File: src/rtl/mul4_share_arb_pkg.sv
// Shared defaults and controller state encoding for the two-requester
// multiplier arbiter.
package mul4_share_arb_pkg;

    localparam int W_DEF     = 4;
    localparam int CNT_W_DEF = 8;

    typedef enum logic {
        ST_EMPTY = 1'b0,
        ST_FULL  = 1'b1
    } state_t;

endpackage

File: src/rtl/mul4_share_arb_mult.sv
// Signed 4x4 multiplier producing the exact 8-bit two's complement product.
module MultiplierSigned4 (
    input  logic [3:0] a,
    input  logic [3:0] b,
    output logic [7:0] y
);

    logic signed [7:0] a_ext;
    logic signed [7:0] b_ext;

    // Sign-extend first so -8 x -8 yields +64 rather than wrapping in 4 bits.
    assign a_ext = $signed({{4{a[3]}}, a});
    assign b_ext = $signed({{4{b[3]}}, b});
    assign y     = a_ext * b_ext;

endmodule

File: src/rtl/mul4_share_arb.sv
// Round-robin arbiter sharing one signed 4x4 multiplier between two
// requesters, with a single registered result slot and a delivery counter.
module mul4_share_arb
    import mul4_share_arb_pkg::*;
#(
    parameter int W     = W_DEF,
    parameter int CNT_W = CNT_W_DEF
) (
    input  logic             clk,
    input  logic             rst,
    input  logic             req0_valid,
    input  logic [W-1:0]     req0_a,
    input  logic [W-1:0]     req0_b,
    output logic             req0_ready,
    input  logic             req1_valid,
    input  logic [W-1:0]     req1_a,
    input  logic [W-1:0]     req1_b,
    output logic             req1_ready,
    output logic             out_valid,
    output logic [2*W-1:0]   out_y,
    output logic             out_id,
    input  logic             out_ready,
    output logic [CNT_W-1:0] done_cnt
);

    state_t             state_q, state_d;
    logic               prio_q, prio_d;
    logic [2*W-1:0]     y_q, y_d;
    logic               id_q, id_d;
    logic [CNT_W-1:0]   cnt_q, cnt_d;

    logic               slot_free;
    logic               drain;
    logic               grant0;
    logic               grant1;
    logic [W-1:0]       mul_a;
    logic [W-1:0]       mul_b;
    logic [2*W-1:0]     mul_y;

    MultiplierSigned4 u_mult (
        .a (mul_a),
        .b (mul_b),
        .y (mul_y)
    );

    // Grants are suppressed during reset so no operand pair is consumed
    // by a cycle whose result is about to be discarded.
    always_comb begin
        drain     = (state_q == ST_FULL) && out_ready;
        slot_free = (state_q == ST_EMPTY) || out_ready;
        grant0    = !rst && slot_free && req0_valid && (!req1_valid || !prio_q);
        grant1    = !rst && slot_free && req1_valid && (!req0_valid ||  prio_q);
        mul_a     = grant1 ? req1_a : req0_a;
        mul_b     = grant1 ? req1_b : req0_b;
    end

    always_comb begin
        state_d = state_q;
        prio_d  = prio_q;
        y_d     = y_q;
        id_d    = id_q;
        cnt_d   = cnt_q + {{(CNT_W-1){1'b0}}, drain};
        if (grant0 || grant1) begin
            state_d = ST_FULL;
            y_d     = mul_y;
            id_d    = grant1;
            prio_d  = grant0;
        end else if (drain) begin
            state_d = ST_EMPTY;
        end
    end

    always_ff @(posedge clk) begin
        if (rst) begin
            state_q <= ST_EMPTY;
            prio_q  <= 1'b0;
            y_q     <= '0;
            id_q    <= 1'b0;
            cnt_q   <= '0;
        end else begin
            state_q <= state_d;
            prio_q  <= prio_d;
            y_q     <= y_d;
            id_q    <= id_d;
            cnt_q   <= cnt_d;
        end
    end

    assign req0_ready = grant0;
    assign req1_ready = grant1;
    assign out_valid  = (state_q == ST_FULL);
    assign out_y      = y_q;
    assign out_id     = id_q;
    assign done_cnt   = cnt_q;

endmodule

File: config.mk
export PLATFORM = sky130hd
export DESIGN_NAME = mul4_share_arb
export DESIGN_NICKNAME = d
export VERILOG_FILES = /design/src/rtl/mul4_share_arb_pkg.sv /design/src/rtl/mul4_share_arb_mult.sv /design/src/rtl/mul4_share_arb.sv
export SDC_FILE = /design/constraint.sdc
export NUM_CORES = 1
export LEC_CHECK = 0
export CELL_PAD_IN_SITES_DETAIL_PLACEMENT = 0
export CELL_PAD_IN_SITES_GLOBAL_PLACEMENT = 1
export CORE_ASPECT_RATIO = 1.25
export CORE_MARGIN = 2
export CORE_UTILIZATION = 38
export DETAILED_ROUTE_END_ITERATION = 6
export PLACE_DENSITY = 0.94
export REMOVE_ABC_BUFFERS = 1
export SLEW_MARGIN = 20
export SYNTH_ARGS = -nofsm -noshare
export SYNTH_HDL_FRONTEND = slang
export SYNTH_SLANG_ARGS = --single-unit
File: constraint.sdc
create_clock -name clk -period 11.82 [get_ports clk]
set_clock_uncertainty 0.05 [all_clocks]
set_input_delay 1.182 -clock clk [delete_from_list [all_inputs] [get_ports clk]]
set_output_delay 1.182 -clock clk [all_outputs]
set_load 0.05 [all_outputs]
; Yosys cells after proc, flatten, opt, wreduce, memory -nomap -nowiden
; Index checks and enable logic that the tools add are counted.
[op_classes]
mux = 4
reduce_logical = 15
add_sub_neg = 1
bitwise_logic = 1
multipliers = 1
[ops]
columns = op, n
row1 = $add A8 B1 Y8, 1
row2 = $mul A4 B4 Y8, 1
row3 = $mux W4, 2
row4 = $logic_and A1 B1 Y1, 6
row5 = $logic_not A1 Y1, 4
row6 = $logic_or A1 B1 Y1, 4
row7 = $mux W1, 2
row8 = $reduce_bool A2 Y1, 1
row9 = $not A1 Y1, 1
[word_totals]
reg_bits = 19
input_bits = 21
wordCells = 27

; Logic depth before layout (Yosys ltp)
[depth]
depth_word = 7
mapped_depth = 19
ltp_nobuf = 18

; Cells and area by module
; A second synthesis with hierarchy kept.
[hier_totals]
cells_unflattened = 155
area_unflattened_um2 = 1519.0
[by_module_without_submodules]
columns = module, instances, seq_area_each_um2, cells_each, area_per_inst_um2
row1 = mul4_share_arb, 1, 380.4, 96, 953.4
row2 = MultiplierSigned4, 1, 0.0, 59, 565.5

; Least setup slack after synthesis
; Ideal clock, no wire load.
[synth_timing]
path_kind = input to register
from = input port rst
to = register y_q[7] (netlist: out_y[7])
slack_ns = 6.799
stages = 17
required_time_ns = 11.650
t_arrival_ns = 4.851
path_cell_list = buf_6 > nor2_4 > nand3_4 > inv_4 > mux2i_1 > nand3b_1 > fa_1 > fa_1 > fa_1 > inv_1 > ha_1 > fa_1 > a21o_1 > a21oi_1 > xnor2_1 > xnor2_1 > a21oi_1
[synth_between]
elab_chain_len = 6
elab_cells_between_ends = 10
[synth_rtl]
columns = item, line
row1 = start: declaration, mul4_share_arb.sv:10  ; input logic rst,
row2 = $logic_not A1 Y1, "mul4_share_arb.sv:51, mul4_share_arb.sv:52"
row3 = $logic_and A1 B1 Y1, "mul4_share_arb.sv:51, mul4_share_arb.sv:52"
row4 = $logic_and A1 B1 Y1 (2 in series), mul4_share_arb.sv:52  ; grant1 = !rst && slot_free && req1_valid && (!req0_valid || prio_q);
row5 = $mux W4 (on tied branches), "mul4_share_arb.sv:53, mul4_share_arb.sv:54"
row6 = $mul A4 B4 Y8, mul4_share_arb_mult.sv:14  ; assign y = a_ext * b_ext;
row7 = end signal: assignment, mul4_share_arb.sv:83  ; y_q <= y_d;
row8 = end: declaration, mul4_share_arb.sv:28  ; logic [2*W-1:0] y_q, y_d;
; Parallel ways exist; a longest one is shown, timed or not.
; A chain may end at the register's enable or synchronous reset.

; Final worst setup path
; Ends and elaborated chain as after synthesis.

==> flow_summary.toml <==
[pwr]
p_comb_share_pct = 48.5
cellPowerDensity_nw_per_um2 = 115.4
internal-power_w = 0.0001421
ir_drop_mv = 0.04535
p_sw_share_pct = 37.69
p_sw_w = 0.00008594
p_leak_nw = 0.8394
power.share.clock_pct = 19.5
power_frac_seq_pct = 31.9

[cts]
clk_path_buf_depth = 2
cts_tree = "done"
cts-buffers-inserted = 3
cts_root_buf = "clkbuf_8"
insertion_delay_ns = 0.26
htreeDepth = 1
clkTransAtPathRegs_ns = 0.07
cts_setup_buffers = 0
clock_sinks = 19
postCtsHoldBufs = 0
ctsResizeCount = 0

[sta]
finalSetupViolations = 0
period_share_pct = 50.80
slew_headroom_pct = 55.69
timing.hold.ws_ns = 0.4161
tns_ns = 0
period_needed_ns = 6.005
setup_slack_ns = 5.815
rsz0062_at_grt = "false"
finalHoldViolations = 0
fmax_mhz = 166.5
tightestPinTransition_ns = 0.6626
maxSlewViolCount = 0

[yosys]
synth.distinct_cells = 34
yosys.area_share.xor_xnor_pct = 7.564
ys_seq_elements = 19
synth_edf_count = 0
synth_area_sq_um = 1505
yosys_most_used_dff = "dfxtp_1"
syn_area_per_cell_sq_um = 8.959
synth_top_area_share_pct = 25.27
yosys.area.top_type = "dfxtp_1"
synth_top_family_by_area = "adder cells"
synthCells = 168
seq_area_frac_synth_pct = 25.27
synthAdderAreaFrac_pct = 23.61
synth_compound_area_share_pct = 10.22
synth_area_leaders = "dfxtp_1 (25%), fa_1 (12%), ha_1 (12%), xnor2_1 (4.7%), nand3_1 (4.3%)"
ys.warnings.count = 0
synthSimpleGateAreaFrac_pct = 21.03
synth.area.mux_share_pct = 5.486
async_flop_share_pct = 0

[layout]
layout-drive-gt1-share_pct = 5.340
nets = 251
antenna_cells = 0
syn_to_final_growth_pct = 31.25
fin_cells = 260

[min_path]
hp-class = "flip-flop to flip-flop"
hp-start = "out_id"

[floorplan]
dieArea_sq_um = 4483
start_util_pct = 39.77
num_rows = 25
coreArea_sq_um = 3785
io_pins = 41
die_x_um = 60.29
fp.dieH_um = 74.37

[global_routing]
grt_pass1_wl_um = 5202
grt_pass1_vias = 1243
groute.usage.overall_pct = 15.25
grt_max_degree = 26
grt-ovfl-total = 0
antenna_found_initial = 0

[critical_path]
path_cells = "clkdlybuf4s50_1, nor2_4, nand3_4, inv_4, mux2i_1, nand3b_1, fa_1, fa_1, fa_1, inv_1, ha_1, fa_1, a21o_1, a21oi_1, xnor2_1, xnor2_1, a21oi_1"
worst_ep_required_time_ns = 11.89
critPathMaxFanout = 25
crit_start = "rst"
crit_type = "input port to flip-flop"
path_delay_family = "adder cells"
max_stage_delay_ns = 0.75
start_kind = "input port"
slowest_stage = "clkdlybuf4s50_1"
end_kind = "flip-flop"
r2r_start = "out_valid"
path_buf_inv = 3
arrival_ns = 6.08
reg2reg_slack_ns = 7.21
cp_common_cell = "fa_1"

[route]
ant_nets = 0
firstDrtPassIters = 4
drt-total-wl_um = 3038
wl_per_cell_um = 11.68
drt_drc_violations_left = 0
drtIter0Drc = 51
vias_per_cell = 4.858
num_vias = 1263

[place]
io_buffer_count = 40
hpwlAfterDp_um = 2535
pre_cts_ws_ns = 5.499
gp_congestion = 0.9088
dp_cells = 256

[run_status]
status = "finished clean"

[job]
drv_cap = 0
metrics by stage:
stage | util [%] | instance area [sq um] | total power [W]
global route | 52.20 | 1976 | 0.0002459
detailed placement | 50.98 | 1929 | 0.0001856
finish | 52.20 | 1976 | 0.0002280
CTS | 52.20 | 1976 | 0.0002318
floorplan | - | 1461 | 0.0001532
global placement | 50.98 | 1929 | 0.0001845
metal layers:
metal | part of all wire, % | GRT usage [%] | vias to the layer above
met2 | 51 | 27.90 | 39
met5 | 0 | 0 | -
met4 | 2.3 | 7.407 | 0
met1 | 41 | 17.24 | 579
li1 | - | - | 638
met3 | 5.6 | 1.565 | 7
sequential cells by signal, indices dropped and copies added, names as in the netlist:
name       cells
prio_q         1
done_cnt       8
out_valid      1
out_id         1
out_y          8
worst min-delay path: stages, from the launching register on:
cell	delay (ns)
dfxtp_1	0.31
nand2_1	0.05
o21ai_0	0.06
synthesized netlist by cell type, types with 2 or more instances:
| master | count |
|---|---|
| a21o_1 | 2 |
| nand3_1 | 13 |
| and3_1 | 5 |
| nor2_1 | 14 |
| buf_2 | 2 |
| nor2b_1 | 3 |
| o21ai_0 | 10 |
| xor2_1 | 5 |
| xnor2_1 | 8 |
| nand2_1 | 14 |
| a31oi_1 | 3 |
| fa_1 | 9 |
| and2_1 | 3 |
| buf_6 | 2 |
| a21oi_1 | 3 |
| mux2i_1 | 6 |
| ha_1 | 14 |
| dfxtp_1 | 19 |
| inv_1 | 14 |
| nand2b_1 | 2 |
| a211oi_1 | 4 |
cell type report:
cell class / count / area, sq um
multi-input cells: 128 / 1022
inverters: 15 / 58.81
well taps: 54 / 67.56
flip-flops and latches: 19 / 380.4
fillers: 378 / 1809
repair buffers: 40 / 400.4
clock inverters: 1 / 5.005
clock buffers: 3 / 41.29
placed cells by master (no fill, tap or decap), types with 2 or more instances in the layout:
master and count:
o21ai_0 10, mux2i_1 6, nor2b_1 3, nand3_1 13
xor2_1 5, nand2b_1 2, clkbuf_8 3, and3_1 5
ha_1 14, and2_1 3, dfxtp_1 19, nor2_1 14
a211oi_1 4, fa_1 9, xnor2_1 8, a31oi_1 3
a21oi_1 3, clkdlybuf4s50_1 40, inv_1 14, a21o_1 2
nand2_1 14
cells by family (layout without fill, tap and decap cells):
| logic type | Yosys count | count (layout) |
|---|---|---|
| simple gates | 60 | 60 |
| compound gates | 25 | 25 |
| fa+ha+maj | 23 | 23 |
| buf+inv | 21 | 59 |
| flops | 19 | 19 |
| xor+xnor | 13 | 13 |
| mux | 7 | 7 |
path summary, 6_finish.rpt:
path	endpoint	cells past startpoint
max	out_y[7]	17
min	out_id	2
max reg2reg	out_y[7]	17
min reg2reg	out_id	2
power groups by stage:
stage	registers, W	logic [W]	clock network [W]
after detailed placement	0.0000741	0.000111	0
final	0.0000728	0.000111	0.0000446
after CTS	0.0000729	0.000113	0.0000464
after floorplan	0.0000915	0.0000618	0
after global routing	0.0000734	0.000125	0.0000481
after global placement	0.0000742	0.000110	0
Power figures use the tool's default switching activity.
